File: src/rtl/gray_conv_arbiter_if.sv
// Request/response bus for gray_conv_arbiter.
// Optional port req_inv exists only when GRAY_CONV_INV_EN is defined.
interface gray_conv_arbiter_if #(
  parameter int WIDTH = 4
);
  logic [1:0]       req_valid;
  logic [WIDTH-1:0] req_b0;
  logic [WIDTH-1:0] req_b1;
  logic [1:0]       req_ready;
`ifdef GRAY_CONV_INV_EN
  logic [1:0]       req_inv;
`endif
  logic             resp_valid;
  logic [WIDTH-1:0] resp_g;
  logic             resp_id;
  logic             resp_ready;
  logic [7:0]       conv_cnt;

  // Requester/consumer side.
  modport master (
`ifdef GRAY_CONV_INV_EN
    output req_inv,
`endif
    output req_valid, req_b0, req_b1, resp_ready,
    input  req_ready, resp_valid, resp_g, resp_id, conv_cnt
  );

  // Converter side.
  modport slave (
`ifdef GRAY_CONV_INV_EN
    input  req_inv,
`endif
    input  req_valid, req_b0, req_b1, resp_ready,
    output req_ready, resp_valid, resp_g, resp_id, conv_cnt
  );
endinterface

File: src/rtl/gray_conv_arbiter.sv
// Two-requester round-robin arbiter feeding a one-entry binary-to-Gray
// conversion register. Macro GRAY_CONV_INV_EN adds per-requester req_inv,
// selecting Gray-to-binary decoding for that requester's requests.
//
// state | meaning
// IDLE  | output register empty
// BUSY  | output register holds a response awaiting retire
module gray_conv_arbiter #(
  parameter int WIDTH = 4
) (
  input logic           clk,
  input logic           rst_n,
  gray_conv_arbiter_if.slave bus
);

  typedef enum logic {IDLE, BUSY} state_t;

  state_t           state, state_nxt;
  logic             prio;
  logic             winner;
  logic             any_valid;
  logic             accept;
  logic [1:0]       ready;
  logic [WIDTH-1:0] operand;
  logic [WIDTH-1:0] conv;
  logic [WIDTH-1:0] resp_g_q;
  logic             resp_id_q;
  logic [7:0]       cnt_q;

  // Pick the winner: sole requester, or the priority holder under contention.
  always_comb begin
    any_valid = |bus.req_valid;
    winner    = (&bus.req_valid) ? prio : bus.req_valid[1];
    operand   = winner ? bus.req_b1 : bus.req_b0;
  end

  // Convert the granted operand (encode by default, optional decode).
  always_comb begin
    conv = operand ^ (operand >> 1);
`ifdef GRAY_CONV_INV_EN
    if (bus.req_inv[winner]) begin
      conv[WIDTH-1] = operand[WIDTH-1];
      for (int i = WIDTH - 2; i >= 0; i--) begin
        conv[i] = conv[i+1] ^ operand[i];
      end
    end
`endif
  end

  // Next state and handshake; a full register can reload only while retiring.
  always_comb begin
    state_nxt = state;
    ready     = 2'b00;
    accept    = 1'b0;
    if (rst_n && any_valid && (state == IDLE || bus.resp_ready)) begin
      ready[winner] = 1'b1;
      accept        = 1'b1;
    end
    case (state)
      IDLE: if (accept) state_nxt = BUSY;
      BUSY: if (bus.resp_ready && !accept) state_nxt = IDLE;
      default: state_nxt = IDLE;
    endcase
  end

  // State, output register, priority and accept counter.
  always_ff @(posedge clk) begin
    if (!rst_n) begin
      state     <= IDLE;
      resp_g_q  <= '0;
      resp_id_q <= 1'b0;
      cnt_q     <= 8'd0;
      prio      <= 1'b0;
    end else begin
      state <= state_nxt;
      if (accept) begin
        resp_g_q  <= conv;
        resp_id_q <= winner;
        cnt_q     <= cnt_q + 8'd1;
        prio      <= ~winner;
      end
    end
  end

  assign bus.req_ready  = ready;
  assign bus.resp_valid = (state == BUSY);
  assign bus.resp_g     = resp_g_q;
  assign bus.resp_id    = resp_id_q;
  assign bus.conv_cnt   = cnt_q;

endmodule

File: src/flat_wrapper.sv
// flat-port wrapper written by rule: the top's interface ports become plain ports
module gray_conv_arbiter_flat 
#(
  parameter int WIDTH = 4
)
  (clk, rst_n, bus_req_valid, bus_req_b0, bus_req_b1, bus_resp_ready, bus_req_ready, bus_resp_valid, bus_resp_g, bus_resp_id, bus_conv_cnt);
  gray_conv_arbiter_if #(.WIDTH(WIDTH)) bus_i ();
  input logic clk;
  input logic rst_n;
  input wire logic [$bits(bus_i.req_valid)-1:0] bus_req_valid;
  input wire logic [$bits(bus_i.req_b0)-1:0] bus_req_b0;
  input wire logic [$bits(bus_i.req_b1)-1:0] bus_req_b1;
  input wire logic [$bits(bus_i.resp_ready)-1:0] bus_resp_ready;
  output wire logic [$bits(bus_i.req_ready)-1:0] bus_req_ready;
  output wire logic [$bits(bus_i.resp_valid)-1:0] bus_resp_valid;
  output wire logic [$bits(bus_i.resp_g)-1:0] bus_resp_g;
  output wire logic [$bits(bus_i.resp_id)-1:0] bus_resp_id;
  output wire logic [$bits(bus_i.conv_cnt)-1:0] bus_conv_cnt;
  assign bus_i.req_valid = bus_req_valid;
  assign bus_i.req_b0 = bus_req_b0;
  assign bus_i.req_b1 = bus_req_b1;
  assign bus_i.resp_ready = bus_resp_ready;
  assign bus_req_ready = bus_i.req_ready;
  assign bus_resp_valid = bus_i.resp_valid;
  assign bus_resp_g = bus_i.resp_g;
  assign bus_resp_id = bus_i.resp_id;
  assign bus_conv_cnt = bus_i.conv_cnt;
  gray_conv_arbiter #(.WIDTH(WIDTH)) u_core (.clk(clk), .rst_n(rst_n), .bus(bus_i));
endmodule
File: config.mk
export PLATFORM = sky130hd
export DESIGN_NAME = gray_conv_arbiter_flat
export DESIGN_NICKNAME = d
export VERILOG_FILES = /design/src/rtl/gray_conv_arbiter_if.sv /design/src/rtl/gray_conv_arbiter.sv /design/src/flat_wrapper.sv
export SDC_FILE = /design/constraint.sdc
export NUM_CORES = 1
export LEC_CHECK = 0
export ABC_AREA = 1
export BUFFER_PORTS_ARGS = -buffer_cell sky130_fd_sc_hd__buf_2
export CELL_PAD_IN_SITES_DETAIL_PLACEMENT = 1
export CELL_PAD_IN_SITES_GLOBAL_PLACEMENT = 1
export CORE_ASPECT_RATIO = 1.4
export CORE_MARGIN = 5
export CORE_UTILIZATION = 30
export DETAILED_ROUTE_END_ITERATION = 10
export GPL_TIMING_DRIVEN = 0
export PLACE_DENSITY_LB_ADDON = 0.1
export SYNTH_ARGS = -nofsm -noshare
export SYNTH_HDL_FRONTEND = slang
export SYNTH_SLANG_ARGS = --single-unit
File: constraint.sdc
create_clock -name clk -period 1 [get_ports clk]
set_clock_uncertainty 0.1 [all_clocks]
set_input_delay 0.2 -clock clk [delete_from_list [all_inputs] [get_ports clk]]
set_output_delay 0.2 -clock clk [all_outputs]
set_load 0.01 [all_outputs]
### Yosys cells after proc, flatten, opt, wreduce, memory -nomap -nowiden

Index checks and enable logic that the tools add are counted.

* bitwise operators: 3
* add/sub/neg operators: 1
* mux-type cells: 9
* order comparisons: 2
* reductions and logical operators: 8

Operators with widths (number)
* $add 8x1->8 const B: 1
* $mux 1: 5
* $logic_and 1x1->1: 4
* $mux 4: 1
* $xor 4x3->4: 1
* $lt 1x2->1 const B: 1
* $mux 2: 1
* $not 1->1: 2
* $pmux 1 s2: 1
* $reduce_and 2->1: 1
* $reduce_or 2->1: 1
* $demux 1 s1: 1
* $ge 1x1->1 const B: 1
* $logic_not 1->1: 1
* $logic_or 1x1->1: 1

* register bits: 15
* input bits: 13
* word-level logic and storage cells: 28
* output and inout bits: 16

### Depth between registers and ports, before layout

Gate-level depths: netlist of the first run.

* depth in word-level cells: 8
* depth in mapped cells: 9
* gate-level depth less buffers: 9

### Least setup slack after synthesis of the first run

No wires, ideal clock.

* path kind: register to register
* from: register u_core.state (netlist: u_core.bus.resp_valid)
* to: register u_core.cnt_q[5] (netlist: u_core.bus.conv_cnt[5])
* arrival: 963 ps
* path buffers: 0
* clock period less this slack: 1180 ps
* stages on the path, launching flop included: 7
* slack: -180 ps
* library setup time: 117 ps
* data required time: 783 ps
* cell sequence: dfxtp_1 -> nand2_2 -> nand2_1 -> nor2_4 -> nand2_4 -> o21ai_0 -> nor2_1

* cells in the longest elaborated chain, start to end: 4

Ends and longest elaborated chain
* from (decl): RTL line gray_conv_arbiter.sv:18 `state_t state, state_nxt;`
* from (signal assigned): RTL line gray_conv_arbiter.sv:75 `state <= state_nxt;`
* $not 1->1: RTL line gray_conv_arbiter.sv:55 `if (rst_n && any_valid && (state == IDLE || bus.resp_ready)) begin`
* $logic_or 1x1->1: RTL line gray_conv_arbiter.sv:55
* $logic_and 1x1->1: RTL line gray_conv_arbiter.sv:55
* $mux 1: RTL line gray_conv_arbiter.sv:55
* to (signal assigned): RTL line gray_conv_arbiter.sv:79 `cnt_q <= cnt_q + 8'd1;`
* to (decl): RTL line gray_conv_arbiter.sv:28 `logic [7:0] cnt_q;`

No other way between the ends.
A chain may end at the register's enable or synchronous reset.

### Final worst setup path of the first run

* from: register u_core.state (netlist: u_core.bus.resp_valid)
* to: output bus_req_ready[0]

* cells in the longest elaborated chain, start to end: 4

Ends and longest elaborated chain
* $not 1->1: RTL line gray_conv_arbiter.sv:55
* $logic_or 1x1->1: RTL line gray_conv_arbiter.sv:55
* $logic_and 1x1->1: RTL line gray_conv_arbiter.sv:55
* $mux 2: RTL line gray_conv_arbiter.sv:55
* to (decl): RTL line flat_wrapper.sv:14 `output wire logic [$bits(bus_i.req_ready)-1:0] bus_req_ready;`

No other way between the ends.

==> results of run 1 <==
[synth_stat cells, drive strengths merged]
master / n
clkbuf: 1
nor2: 13
nor3: 1
nand3b: 4
dfxtp: 15
xnor2: 1
inv: 14
buf: 2
a211oi: 1
nand3: 13
nand4: 1
nand2: 45
o21ai: 5
ha: 1
o21bai: 1
a21oi: 5
[routing by layer]
metal / wire (µm) / global-route usage [%] / up-vias
met5: 0 / 0 / -
met4: 29 / 4.16 / 0
met3: 129 / 2.86 / 6
met2: 1970 / 32.8 / 22
met1: 1200 / 15.6 / 516
li1: - / - / 506
[kinds of logic after synthesis]
family | synth area share [%]
flops | 35.6
fa+ha+maj | 1.48
xor+xnor | 1.04
simple gates | 43.8
buf+inv | 9.35
compound gates | 8.75
[final cells by class]
type	instances	area, µm²
fillers	338	1060
multi-input cells	92	658
repair buffers	52	463
flip-flops and latches	15	334
inverters	14	52.6
well taps	36	45.0
plain buffers	3	33.8
clock buffers	4	26.3
[report_power, final]
part | switching, µW | leakage, µW | total [µW] | internal [µW]
logic | 279 | 0.000643 | 562 | 282
clock network | 202 | 0.0000150 | 357 | 155
registers | 38.5 | 0.000131 | 673 | 634
total | 520 | 0.000788 | 1590 | 1070
[what timing repair did]
| item | CTS | global route |
|---|---|---|
| resized for setup | 43 | 35 |
| setup endpoints to repair | 30 | 30 |
| setup buffers | 19 | 6 |
| endpoints found under the hold margin | 0 | 0 |
| cloned | 2 | 0 |
| pin swaps | 14 | 14 |
[worst max-delay path, cell delays in order, from the launching register on]
cell,delay (ns)
dfxtp_2,0.34
nand2_4,0.10
nand2_4,0.07
a21oi_4,0.13
buf_6,0.12
[per-stage QoR]
step                instances  total power [µW]  worst slack, ns
floorplan                 123               866           -0.122
global placement          186               967           -0.244
detailed placement        186               979           -0.291
CTS                       211              1510           -0.348
global route              216              1700           -0.410
finish                    216              1590           -0.346
[how the worst min path moves through the flow]
stage	from	endpoint	slack [ns]	cells after the start
after detailed placement	u_core.bus.conv_cnt[0]	u_core.bus.conv_cnt[0]	0.36	1
after floorplan	rst_n	u_core.bus.conv_cnt[4]	0.25	2
after global placement	u_core.bus.conv_cnt[0]	u_core.bus.conv_cnt[0]	0.36	1
final	bus_resp_ready	u_core.bus.resp_valid	0.13	4
after CTS	bus_resp_ready	u_core.bus.resp_valid	0.12	4
after global routing	bus_resp_ready	u_core.bus.resp_valid	0.13	4
[registers in the layout, indices dropped and copies added (netlist names)]
name / cells
u_core.bus.conv_cnt: 8
u_core.bus.resp_g: 4
u_core.bus.resp_id: 1
u_core.bus.resp_valid: 1
u_core.prio: 1
==> impl_metrics.prom, run 1 <==
# TYPE chip_impl_metric gauge
chip_impl_info{name="outcome",value="complete, but fails checks"} 1
chip_impl_info{name="failed_checks",value="negative setup slack"} 1
chip_impl_metric{name="clock_tree.buffer_depth",unit=""} 2
chip_impl_metric{name="finalWorstPathRequiredPeriod",unit="ns"} 1.35
chip_impl_metric{name="slew-limit-headroom",unit="%"} 60.8
chip_impl_metric{name="via_per_inst",unit=""} 4.86
chip_impl_metric{name="yosysWarnings",unit=""} 0
chip_impl_metric{name="ff2ff_path_depth",unit=""} 9
chip_impl_metric{name="total_iterations_of_the_first_detailed_routing_run",unit=""} 2
chip_impl_metric{name="detail_route.iter0.violations",unit=""} 7
chip_impl_metric{name="fin_hold_viols",unit=""} 0
chip_impl_metric{name="fp.coreArea",unit="µm²"} 2670
chip_impl_metric{name="synth_cell_type_count",unit=""} 22
chip_impl_metric{name="avgSynthCellArea",unit="µm²"} 6.86
chip_impl_info{name="cp-endpoint",value="bus_req_ready[0]"} 1
chip_impl_metric{name="crit_required",unit="ns"} 0.70
chip_impl_metric{name="synth_area",unit="µm²"} 843
chip_impl_metric{name="die_width",unit="µm"} 54.8
chip_impl_info{name="netlist_top_cells_area",value="dfxtp_1, nand2_1, nand3_1"} 1
chip_impl_info{name="min-delay-path-class",value="in -> reg"} 1
chip_impl_metric{name="p_per_area",unit="nW/µm²"} 987
chip_impl_metric{name="antenna_found_initial",unit=""} 0
chip_impl_metric{name="grt_first_pass_wirelength",unit="µm"} 4860
chip_impl_metric{name="postSynthNetCount",unit=""} 137
chip_impl_metric{name="global_route.overflow_total",unit=""} 0
chip_impl_metric{name="worstSkewPairLatency",unit="ns"} 0.28
chip_impl_metric{name="cts.htree.levels",unit=""} 1
chip_impl_metric{name="timing.final.setup_violations",unit=""} 30
chip_impl_metric{name="layout_setup_ws",unit="ns"} -0.346
chip_impl_metric{name="postSynthCellCount",unit=""} 123
chip_impl_metric{name="fin_hold_ws",unit="ns"} 0.129
chip_impl_metric{name="clkSlewWorstSetupHoldPaths",unit="ns"} 0.10
chip_impl_metric{name="finish.instance_area",unit="µm²"} 1610
chip_impl_metric{name="drcViolationCount",unit=""} 0
chip_impl_metric{name="cts.sink_count",unit=""} 15
chip_impl_metric{name="worst-endpoint-arrival",unit="ns"} 1.05
chip_impl_metric{name="fin_util",unit="%"} 60.4
chip_impl_metric{name="vias_in_the_first_global_route",unit=""} 1102
chip_impl_metric{name="drt-wirelength-per-cell",unit="µm"} 15.4
chip_impl_info{name="layout_commonest_cell",value="nand2_1"} 1
chip_impl_metric{name="row_count",unit=""} 22
chip_impl_info{name="clock_tree_from_tritoncts",value="built"} 1
chip_impl_metric{name="timing.setup.tns",unit="ns"} -4.63
chip_impl_metric{name="ir_worst_vdd",unit="mV"} 0.578
chip_impl_info{name="synth.largest_area_cell",value="dfxtp_1"} 1
chip_impl_metric{name="grt_max_degree",unit=""} 11
chip_impl_metric{name="number_of_antenna_cells_inserted",unit=""} 0
chip_impl_metric{name="finalNetCount",unit=""} 195
chip_impl_metric{name="seq_area_frac_synth",unit="%"} 35.6
chip_impl_metric{name="finalWeightedCongestion",unit=""} 0.682
chip_impl_metric{name="worst-slew-pin-transition",unit="ns"} 0.588
chip_impl_metric{name="max-cap-violations",unit=""} 0
chip_impl_info{name="worstReg2RegStart",value="u_core.prio"} 1
chip_impl_metric{name="syn2layout_area_growth",unit="%"} 91.2
chip_impl_metric{name="finalWirelength",unit="µm"} 3340
chip_impl_metric{name="p_leak",unit="µW"} 0.000788
chip_impl_metric{name="number_of_buffers_created_by_cts",unit=""} 3
chip_impl_info{name="clock_tree.root_cell",value="clkbuf_4"} 1
chip_impl_metric{name="vias",unit=""} 1050
chip_impl_info{name="setup.worst_path.start",value="u_core.bus.resp_valid"} 1
chip_impl_metric{name="timing.final.max_slew_violations",unit=""} 0
chip_impl_metric{name="timing.fmax",unit="GHz"} 0.743
chip_impl_info{name="setup.worst_path.class",value="reg -> out"} 1
chip_impl_metric{name="fraction_of_layout_instances_using_a_drive_strength_above_1",unit="%"} 67.8
chip_impl_metric{name="die_h",unit="µm"} 72.7
chip_impl_metric{name="dp_hpwl",unit="µm"} 1910
chip_impl_metric{name="track_usage",unit="%"} 16.3
chip_impl_metric{name="period_share",unit="%"} 135
chip_impl_metric{name="placement.io_buffers",unit=""} 27
chip_impl_info{name="timing.critical_path.to_type",value="primary output"} 1
chip_impl_metric{name="cell_area_placed",unit="µm²"} 1080
chip_impl_info{name="timing.rr.end",value="u_core.bus.resp_g[2]"} 1
chip_impl_info{name="crit_path_start_kind",value="flip-flop"} 1
chip_impl_metric{name="hold_buf_count_cts",unit=""} 0
chip_impl_metric{name="die_area",unit="µm²"} 3990
chip_impl_info{name="final_cell_mix",value="nand2_1, buf_6, buf_4, nand2_2, buf_2"} 1
chip_impl_info{name="rsz0062_at_grt",value="true"} 1
chip_impl_metric{name="initial_core_util",unit="%"} 31.6
chip_impl_metric{name="io-pin-count",unit=""} 29
chip_impl_metric{name="cp_max_fo",unit=""} 3
chip_impl_metric{name="final_antenna_net_count",unit=""} 0
chip_impl_metric{name="r2r_slack",unit="ns"} -0.29
chip_impl_metric{name="synthDominantCellAreaShare",unit="%"} 35.6
chip_impl_metric{name="yosys_register_bits",unit=""} 15
Power figures use the tool's default switching activity.
==> run 2, diff against run 1 <==
--- a/config.mk
+++ b/config.mk
@@ -11,7 +11,7 @@
 export CELL_PAD_IN_SITES_GLOBAL_PLACEMENT = 1
 export CORE_ASPECT_RATIO = 1.4
 export CORE_MARGIN = 5
-export CORE_UTILIZATION = 30
+export CORE_UTILIZATION = 35
 export DETAILED_ROUTE_END_ITERATION = 10
 export GPL_TIMING_DRIVEN = 0
 export PLACE_DENSITY_LB_ADDON = 0.1
==> constraint.sdc (replaced) <==
create_clock -name clk -period 1.65 [get_ports clk]
set_clock_uncertainty 0.1 [all_clocks]
set_input_delay 0.33 -clock clk [delete_from_list [all_inputs] [get_ports clk]]
set_output_delay 0.33 -clock clk [all_outputs]
set_load 0.01 [all_outputs]
==> impl_metrics.prom, run 2 (synthesis results as in run 1) <==
# TYPE chip_impl_metric gauge
chip_impl_metric{name="vias_in_the_first_global_route",unit=""} 955
chip_impl_metric{name="finalNetCount",unit=""} 174
chip_impl_metric{name="cpPeakStageDelay",unit="ns"} 0.32
chip_impl_metric{name="pwr-share-seq",unit="%"} 49.9
chip_impl_metric{name="grt_first_pass_wirelength",unit="µm"} 3900
chip_impl_metric{name="io-pin-count",unit=""} 29
chip_impl_metric{name="layout.filler_cells",unit=""} 330
chip_impl_metric{name="total_iterations_of_the_first_detailed_routing_run",unit=""} 2
chip_impl_metric{name="vias",unit=""} 885
chip_impl_metric{name="comb_power_share",unit="%"} 23.9
chip_impl_metric{name="fraction_of_layout_instances_using_a_drive_strength_above_1",unit="%"} 33.3
chip_impl_info{name="critPathSlowestCell",value="dfxtp_1"} 1
chip_impl_metric{name="worst-slew-pin-transition",unit="ns"} 0.500
chip_impl_metric{name="track_usage",unit="%"} 14.6
chip_impl_metric{name="die_width",unit="µm"} 51.5
chip_impl_metric{name="dp_hpwl",unit="µm"} 1770
chip_impl_metric{name="die_area",unit="µm²"} 3510
chip_impl_metric{name="ir_worst_vdd",unit="mV"} 0.284
chip_impl_metric{name="cts.htree.levels",unit=""} 1
chip_impl_metric{name="fin_util",unit="%"} 46.0
chip_impl_metric{name="grt_max_degree",unit=""} 11
chip_impl_metric{name="layout_setup_ws",unit="ns"} 0.109
chip_impl_metric{name="cp_num_buf_inv",unit=""} 2
chip_impl_metric{name="fp.coreArea",unit="µm²"} 2360
chip_impl_metric{name="final_antenna_net_count",unit=""} 0
chip_impl_info{name="layout_commonest_cell",value="nand2_1"} 1
chip_impl_info{name="crit_path_start_kind",value="flip-flop"} 1
chip_impl_metric{name="pre_cts_slack",unit="ns"} 0.151
chip_impl_info{name="path_cells",value="inv_1 > nand2_4 > nand2_4 > nor2_4 > buf_2"} 1
chip_impl_metric{name="hold_buf_count_cts",unit=""} 0
chip_impl_metric{name="clock_tree.buffer_depth",unit=""} 2
chip_impl_metric{name="multi_input_comb_area",unit="µm²"} 480
chip_impl_metric{name="cell_area_placed",unit="µm²"} 1010
chip_impl_metric{name="cts.sink_count",unit=""} 15
chip_impl_metric{name="via_per_inst",unit=""} 4.86
chip_impl_info{name="clock_tree.root_cell",value="clkbuf_4"} 1
chip_impl_metric{name="register_area",unit="µm²"} 300
chip_impl_info{name="setup.worst_path.class",value="reg -> out"} 1
chip_impl_metric{name="timing.final.max_slew_violations",unit=""} 0
chip_impl_info{name="outcome",value="complete, no violations"} 1
chip_impl_info{name="critical-path-top-cell-by-count",value="nand2_4"} 1
chip_impl_metric{name="largest_register_ff_count",unit=""} 8
chip_impl_metric{name="row_count",unit=""} 21
chip_impl_metric{name="clkSlewWorstSetupHoldPaths",unit="ns"} 0.10
chip_impl_info{name="final_cell_mix",value="nand2_1, buf_2, dfxtp_1, inv_1, nand3_1"} 1
chip_impl_metric{name="placed_cells",unit=""} 173
chip_impl_metric{name="p_per_area",unit="nW/µm²"} 735
chip_impl_metric{name="fin_hold_viols",unit=""} 0
chip_impl_metric{name="cp_max_fo",unit=""} 7
chip_impl_metric{name="drcViolationCount",unit=""} 0
chip_impl_metric{name="placement.io_buffers",unit=""} 27
chip_impl_metric{name="syn2layout_area_growth",unit="%"} 29.1
chip_impl_metric{name="max-cap-violations",unit=""} 0
chip_impl_metric{name="instances_no_fill",unit=""} 182
chip_impl_metric{name="global_route.overflow_total",unit=""} 0
chip_impl_info{name="clock_tree_from_tritoncts",value="built"} 1
chip_impl_metric{name="p_clk_share",unit="%"} 26.2
chip_impl_metric{name="finalWirelength",unit="µm"} 2220
chip_impl_info{name="cpLargestDelayFamily",value="flip-flops"} 1
chip_impl_metric{name="timing.setup.tns",unit="ns"} 0
chip_impl_metric{name="internal_power",unit="µW"} 556
chip_impl_metric{name="timing.final.setup_violations",unit=""} 0
chip_impl_metric{name="period_share",unit="%"} 93.4
chip_impl_metric{name="worstSkewPairLatency",unit="ns"} 0.28
chip_impl_info{name="min-delay-path-class",value="in -> reg"} 1
chip_impl_metric{name="finalWorstPathRequiredPeriod",unit="ns"} 1.54
chip_impl_metric{name="initial_core_util",unit="%"} 35.7
chip_impl_metric{name="finalWeightedCongestion",unit=""} 0.676
chip_impl_metric{name="total_switching_power",unit="µW"} 243
chip_impl_metric{name="number_of_antenna_cells_inserted",unit=""} 0
chip_impl_metric{name="timing.fmax",unit="GHz"} 0.649
chip_impl_metric{name="finish.instance_area",unit="µm²"} 1090
chip_impl_metric{name="p_leak",unit="µW"} 0.000584
chip_impl_metric{name="worst-endpoint-arrival",unit="ns"} 1.11
chip_impl_metric{name="number_of_buffers_created_by_cts",unit=""} 3
chip_impl_info{name="timing.critical_path.to_type",value="primary output"} 1
chip_impl_metric{name="crit_required",unit="ns"} 1.22
chip_impl_metric{name="power.share.switching",unit="%"} 30.4
chip_impl_metric{name="detail_route.iter0.violations",unit=""} 4
chip_impl_metric{name="drt-wirelength-per-cell",unit="µm"} 12.2
chip_impl_metric{name="antenna_found_initial",unit=""} 0
chip_impl_metric{name="slew-limit-headroom",unit="%"} 66.6
chip_impl_metric{name="die_h",unit="µm"} 68.1
==> run 2: worst min-delay path: stages <==
cell     delay, ns
buf_2         0.08
inv_1         0.04
nand2_2       0.07
a21oi_1       0.06
==> run 2: layer usage <==
layer / track usage [%] / part of all wire (%)
met3: 1.53 / 5.0
met5: 0 / 0
met4: 8.85 / 1.5
met1: 14.3 / 38
met2: 28.7 / 55
==> run 2: what timing repair did <==
item / 4_1_cts / 5_1_grt
setup buffers: 0 / 5
setup endpoints to repair: 2 / 2
pin swaps: 0 / 1
resized for setup: 2 / 2
==> run 2: path summary, 6_finish.rpt <==
path	start	end	slack, ns	depth (start not counted)
hold reg to reg	u_core.bus.resp_g[2]	u_core.bus.resp_g[2]	0.37	2
setup reg to reg	u_core.prio	u_core.bus.resp_g[2]	0.26	10
hold / removal	bus_resp_ready	u_core.bus.resp_valid	0.25	4
setup / recovery	u_core.prio	bus_req_ready[1]	0.11	5
==> run 2: through the flow <==
stage | hold WS (ns) | power, µW
after detailed placement | 0.359 | 582
final | 0.251 | 800
after global routing | 0.250 | 867
after floorplan | 0.371 | 517
after global placement | 0.357 | 575
after CTS | 0.239 | 800
==> run 2: layout make-up <==
cell class                      count  area share [%]
Clock buffer                        3            2.07
Inverter                           14            4.83
Tap cell                           23            2.64
Clock inverter                      1           0.460
Multi-Input combinational cell     91            44.1
Sequential cell                    15            27.6
Buffer                              3            2.41
Timing Repair Buffer               32            15.9
==> run 2: power by group through the flow <==
stage	registers [µW]	clock network [µW]	logic [µW]
finish	399	209	191
global placement	407	0	168
floorplan	418	0	98.1
global route	403	247	216
detailed placement	408	0	174
CTS	400	223	178
==> run 3, diff against run 2 <==
--- a/config.mk
+++ b/config.mk
@@ -14,7 +14,7 @@
 export CORE_UTILIZATION = 35
 export DETAILED_ROUTE_END_ITERATION = 10
 export GPL_TIMING_DRIVEN = 0
-export PLACE_DENSITY_LB_ADDON = 0.1
+export PLACE_DENSITY = 0.9
 export SYNTH_ARGS = -nofsm -noshare
 export SYNTH_HDL_FRONTEND = slang
 export SYNTH_SLANG_ARGS = --single-unit
==> impl_metrics.prom, run 3 (synthesis results as in run 1) <==
# TYPE chip_impl_metric gauge
chip_impl_info{name="outcome",value="complete, no violations"} 1
chip_impl_metric{name="internal_power",unit="µW"} 555
chip_impl_info{name="layout_commonest_cell",value="nand2_1"} 1
chip_impl_metric{name="finalWorstPathRequiredPeriod",unit="ns"} 1.59
chip_impl_metric{name="finish.instance_area",unit="µm²"} 1070
chip_impl_metric{name="worst-slew-pin-transition",unit="ns"} 0.459
chip_impl_metric{name="syn2layout_area_growth",unit="%"} 27.2
chip_impl_metric{name="p_clk_share",unit="%"} 26.0
chip_impl_metric{name="slew-limit-headroom",unit="%"} 69.4
chip_impl_metric{name="placement.io_buffers",unit=""} 27
chip_impl_info{name="critPathSlowestCell",value="dfxtp_1"} 1
chip_impl_metric{name="finalWeightedCongestion",unit=""} 0.761
chip_impl_metric{name="placed_cells",unit=""} 173
chip_impl_metric{name="die_h",unit="µm"} 68.1
chip_impl_info{name="crit_path_start_kind",value="flip-flop"} 1
chip_impl_metric{name="global_route.usage.met3",unit="%"} 3.92
chip_impl_metric{name="r2r_slack",unit="ns"} 0.21
chip_impl_metric{name="pre_cts_slack",unit="ns"} 0.130
chip_impl_metric{name="hold_buf_count_cts",unit=""} 0
chip_impl_metric{name="drt-wirelength-per-cell",unit="µm"} 12.8
chip_impl_metric{name="row_count",unit=""} 21
chip_impl_metric{name="via_per_inst",unit=""} 5.07
chip_impl_info{name="critical-path-top-cell-by-count",value="nand2_4"} 1
chip_impl_metric{name="worstSkewPairLatency",unit="ns"} 0.28
chip_impl_metric{name="clkSlewWorstSetupHoldPaths",unit="ns"} 0.09
chip_impl_metric{name="initial_core_util",unit="%"} 35.7
chip_impl_metric{name="cp_max_fo",unit=""} 7
chip_impl_metric{name="ff2ff_path_depth",unit=""} 10
chip_impl_info{name="setup.worst_path.class",value="reg -> out"} 1
chip_impl_metric{name="timing.final.setup_violations",unit=""} 0
chip_impl_metric{name="cts.sink_count",unit=""} 15
chip_impl_metric{name="ir_worst_vdd",unit="mV"} 0.334
chip_impl_metric{name="fin_util",unit="%"} 45.3
chip_impl_metric{name="dp_hpwl",unit="µm"} 1870
chip_impl_info{name="final_cell_mix",value="nand2_1, buf_2, dfxtp_1, inv_1, nand3_1"} 1
chip_impl_metric{name="worst-endpoint-arrival",unit="ns"} 1.16
chip_impl_metric{name="timing.fmax",unit="GHz"} 0.631
chip_impl_metric{name="fin_hold_viols",unit=""} 0
chip_impl_metric{name="layout_setup_ws",unit="ns"} 0.0649
chip_impl_metric{name="grt_max_degree",unit=""} 11
chip_impl_metric{name="drcViolationCount",unit=""} 0
chip_impl_metric{name="timing.setup.tns",unit="ns"} 0
chip_impl_metric{name="total_switching_power",unit="µW"} 240
chip_impl_metric{name="cts.htree.levels",unit=""} 1
chip_impl_metric{name="vias",unit=""} 912
chip_impl_metric{name="fraction_of_layout_instances_using_a_drive_strength_above_1",unit="%"} 31.8
chip_impl_metric{name="layout.filler_cells",unit=""} 330
chip_impl_metric{name="die_area",unit="µm²"} 3510
chip_impl_info{name="timing.critical_path.to_type",value="primary output"} 1
chip_impl_info{name="busiest_layer",value="met2"} 1
chip_impl_metric{name="instances_no_fill",unit=""} 180
chip_impl_metric{name="antenna_found_initial",unit=""} 0
chip_impl_metric{name="p_leak",unit="µW"} 0.000572
chip_impl_metric{name="period_share",unit="%"} 96.1
chip_impl_metric{name="timing.final.max_slew_violations",unit=""} 0
chip_impl_metric{name="number_of_buffers_created_by_cts",unit=""} 3
chip_impl_info{name="min-delay-path-class",value="in -> reg"} 1
chip_impl_metric{name="power.share.switching",unit="%"} 30.2
chip_impl_metric{name="grt_first_pass_wirelength",unit="µm"} 3870
chip_impl_metric{name="final_antenna_net_count",unit=""} 0
chip_impl_info{name="clock_tree.root_cell",value="clkbuf_4"} 1
chip_impl_metric{name="fp.coreArea",unit="µm²"} 2360
chip_impl_metric{name="whs_path_depth",unit=""} 4
chip_impl_metric{name="die_width",unit="µm"} 51.5
chip_impl_metric{name="largest_register_ff_count",unit=""} 8
chip_impl_metric{name="total_iterations_of_the_first_detailed_routing_run",unit=""} 4
chip_impl_metric{name="track_usage",unit="%"} 14.5
chip_impl_metric{name="finalNetCount",unit=""} 172
chip_impl_metric{name="p_per_area",unit="nW/µm²"} 741
chip_impl_metric{name="max-cap-violations",unit=""} 0
chip_impl_metric{name="vias_in_the_first_global_route",unit=""} 938
chip_impl_metric{name="io-pin-count",unit=""} 29
chip_impl_metric{name="cpPeakStageDelay",unit="ns"} 0.33
chip_impl_info{name="path_cells",value="inv_1 > nand2_4 > nand2_4 > nor2_4 > buf_2"} 1
chip_impl_metric{name="global_route.overflow_total",unit=""} 0
chip_impl_metric{name="detail_route.iter0.violations",unit=""} 15
chip_impl_metric{name="comb_power_share",unit="%"} 23.5
chip_impl_metric{name="finalWirelength",unit="µm"} 2300
chip_impl_metric{name="crit_required",unit="ns"} 1.22
chip_impl_metric{name="groute.layer.met2.usage",unit="%"} 28.5
chip_impl_metric{name="cell_area_placed",unit="µm²"} 1010
chip_impl_metric{name="number_of_antenna_cells_inserted",unit=""} 0
chip_impl_metric{name="pwr-share-seq",unit="%"} 50.4
chip_impl_metric{name="clock_tree.buffer_depth",unit=""} 2
chip_impl_info{name="clock_tree_from_tritoncts",value="built"} 1
chip_impl_metric{name="gr-usage-met1",unit="%"} 13.6
[run 3: cell types whose count changed in the layout (fill, tap and decap cells not counted), sizes merged]
cell / before / now
clkbuf: 4 / 5
buf: 34 / 32
clkinv: 1 / 0
[run 3: per-stage QoR]
step                hold WS, ns  power (µW)
finish                    0.235         795
global route              0.243         849
CTS                       0.231         796
detailed placement        0.365         584
global placement          0.358         573
floorplan                 0.371         517
[run 3: path summary, 6_finish.rpt]
path	start	endpoint
max	u_core.prio	bus_req_ready[1]
min	bus_resp_ready	u_core.bus.resp_valid
max reg2reg	u_core.prio	u_core.bus.resp_g[1]
min reg2reg	u_core.bus.resp_g[2]	u_core.bus.resp_g[2]
[run 3: worst max-delay path: cells and delay by family, from the launching register on]
| kind | cells | cell delay [ns] |
|---|---|---|
| buffers and inverters | 2 | 0.23 |
| flip-flops | 1 | 0.33 |
| AND/OR/NAND/NOR | 3 | 0.32 |
[run 3: what timing repair did]
| item | CTS | global route |
|---|---|---|
| resized for setup | 2 | 2 |
| setup buffers | 0 | 3 |
| endpoints found under the hold margin | 0 | 0 |
| setup endpoints to repair | 2 | 2 |
| pin swaps | 0 | 1 |
[run 3: routing by layer]
layer	part of all wire [%]	vias to the layer above	routed length, µm
met4	1.9	0	44
met5	0	-	0
li1	-	457	-
met2	55	23	1260
met3	5.7	5	132
met1	37	427	854
[run 3: final cells by class]
| type | instances | area, µm² | area share [%] |
|---|---|---|---|
| Tap cell | 23 | 28.8 | 2.68 |
| Clock buffer | 4 | 26.3 | 2.45 |
| Buffer | 3 | 26.3 | 2.45 |
| Multi-Input combinational cell | 91 | 480 | 44.8 |
| Sequential cell | 15 | 300 | 28.0 |
| Inverter | 14 | 52.6 | 4.90 |
| Timing Repair Buffer | 30 | 158 | 14.7 |
[run 3: power by group through the flow]
stage | Clock [µW] | Combinational [µW] | Sequential (µW)
after floorplan | 0 | 98.1 | 418
after global placement | 0 | 165 | 408
after detailed placement | 0 | 175 | 409
after CTS | 217 | 178 | 401
after global routing | 232 | 212 | 404
final | 207 | 187 | 401
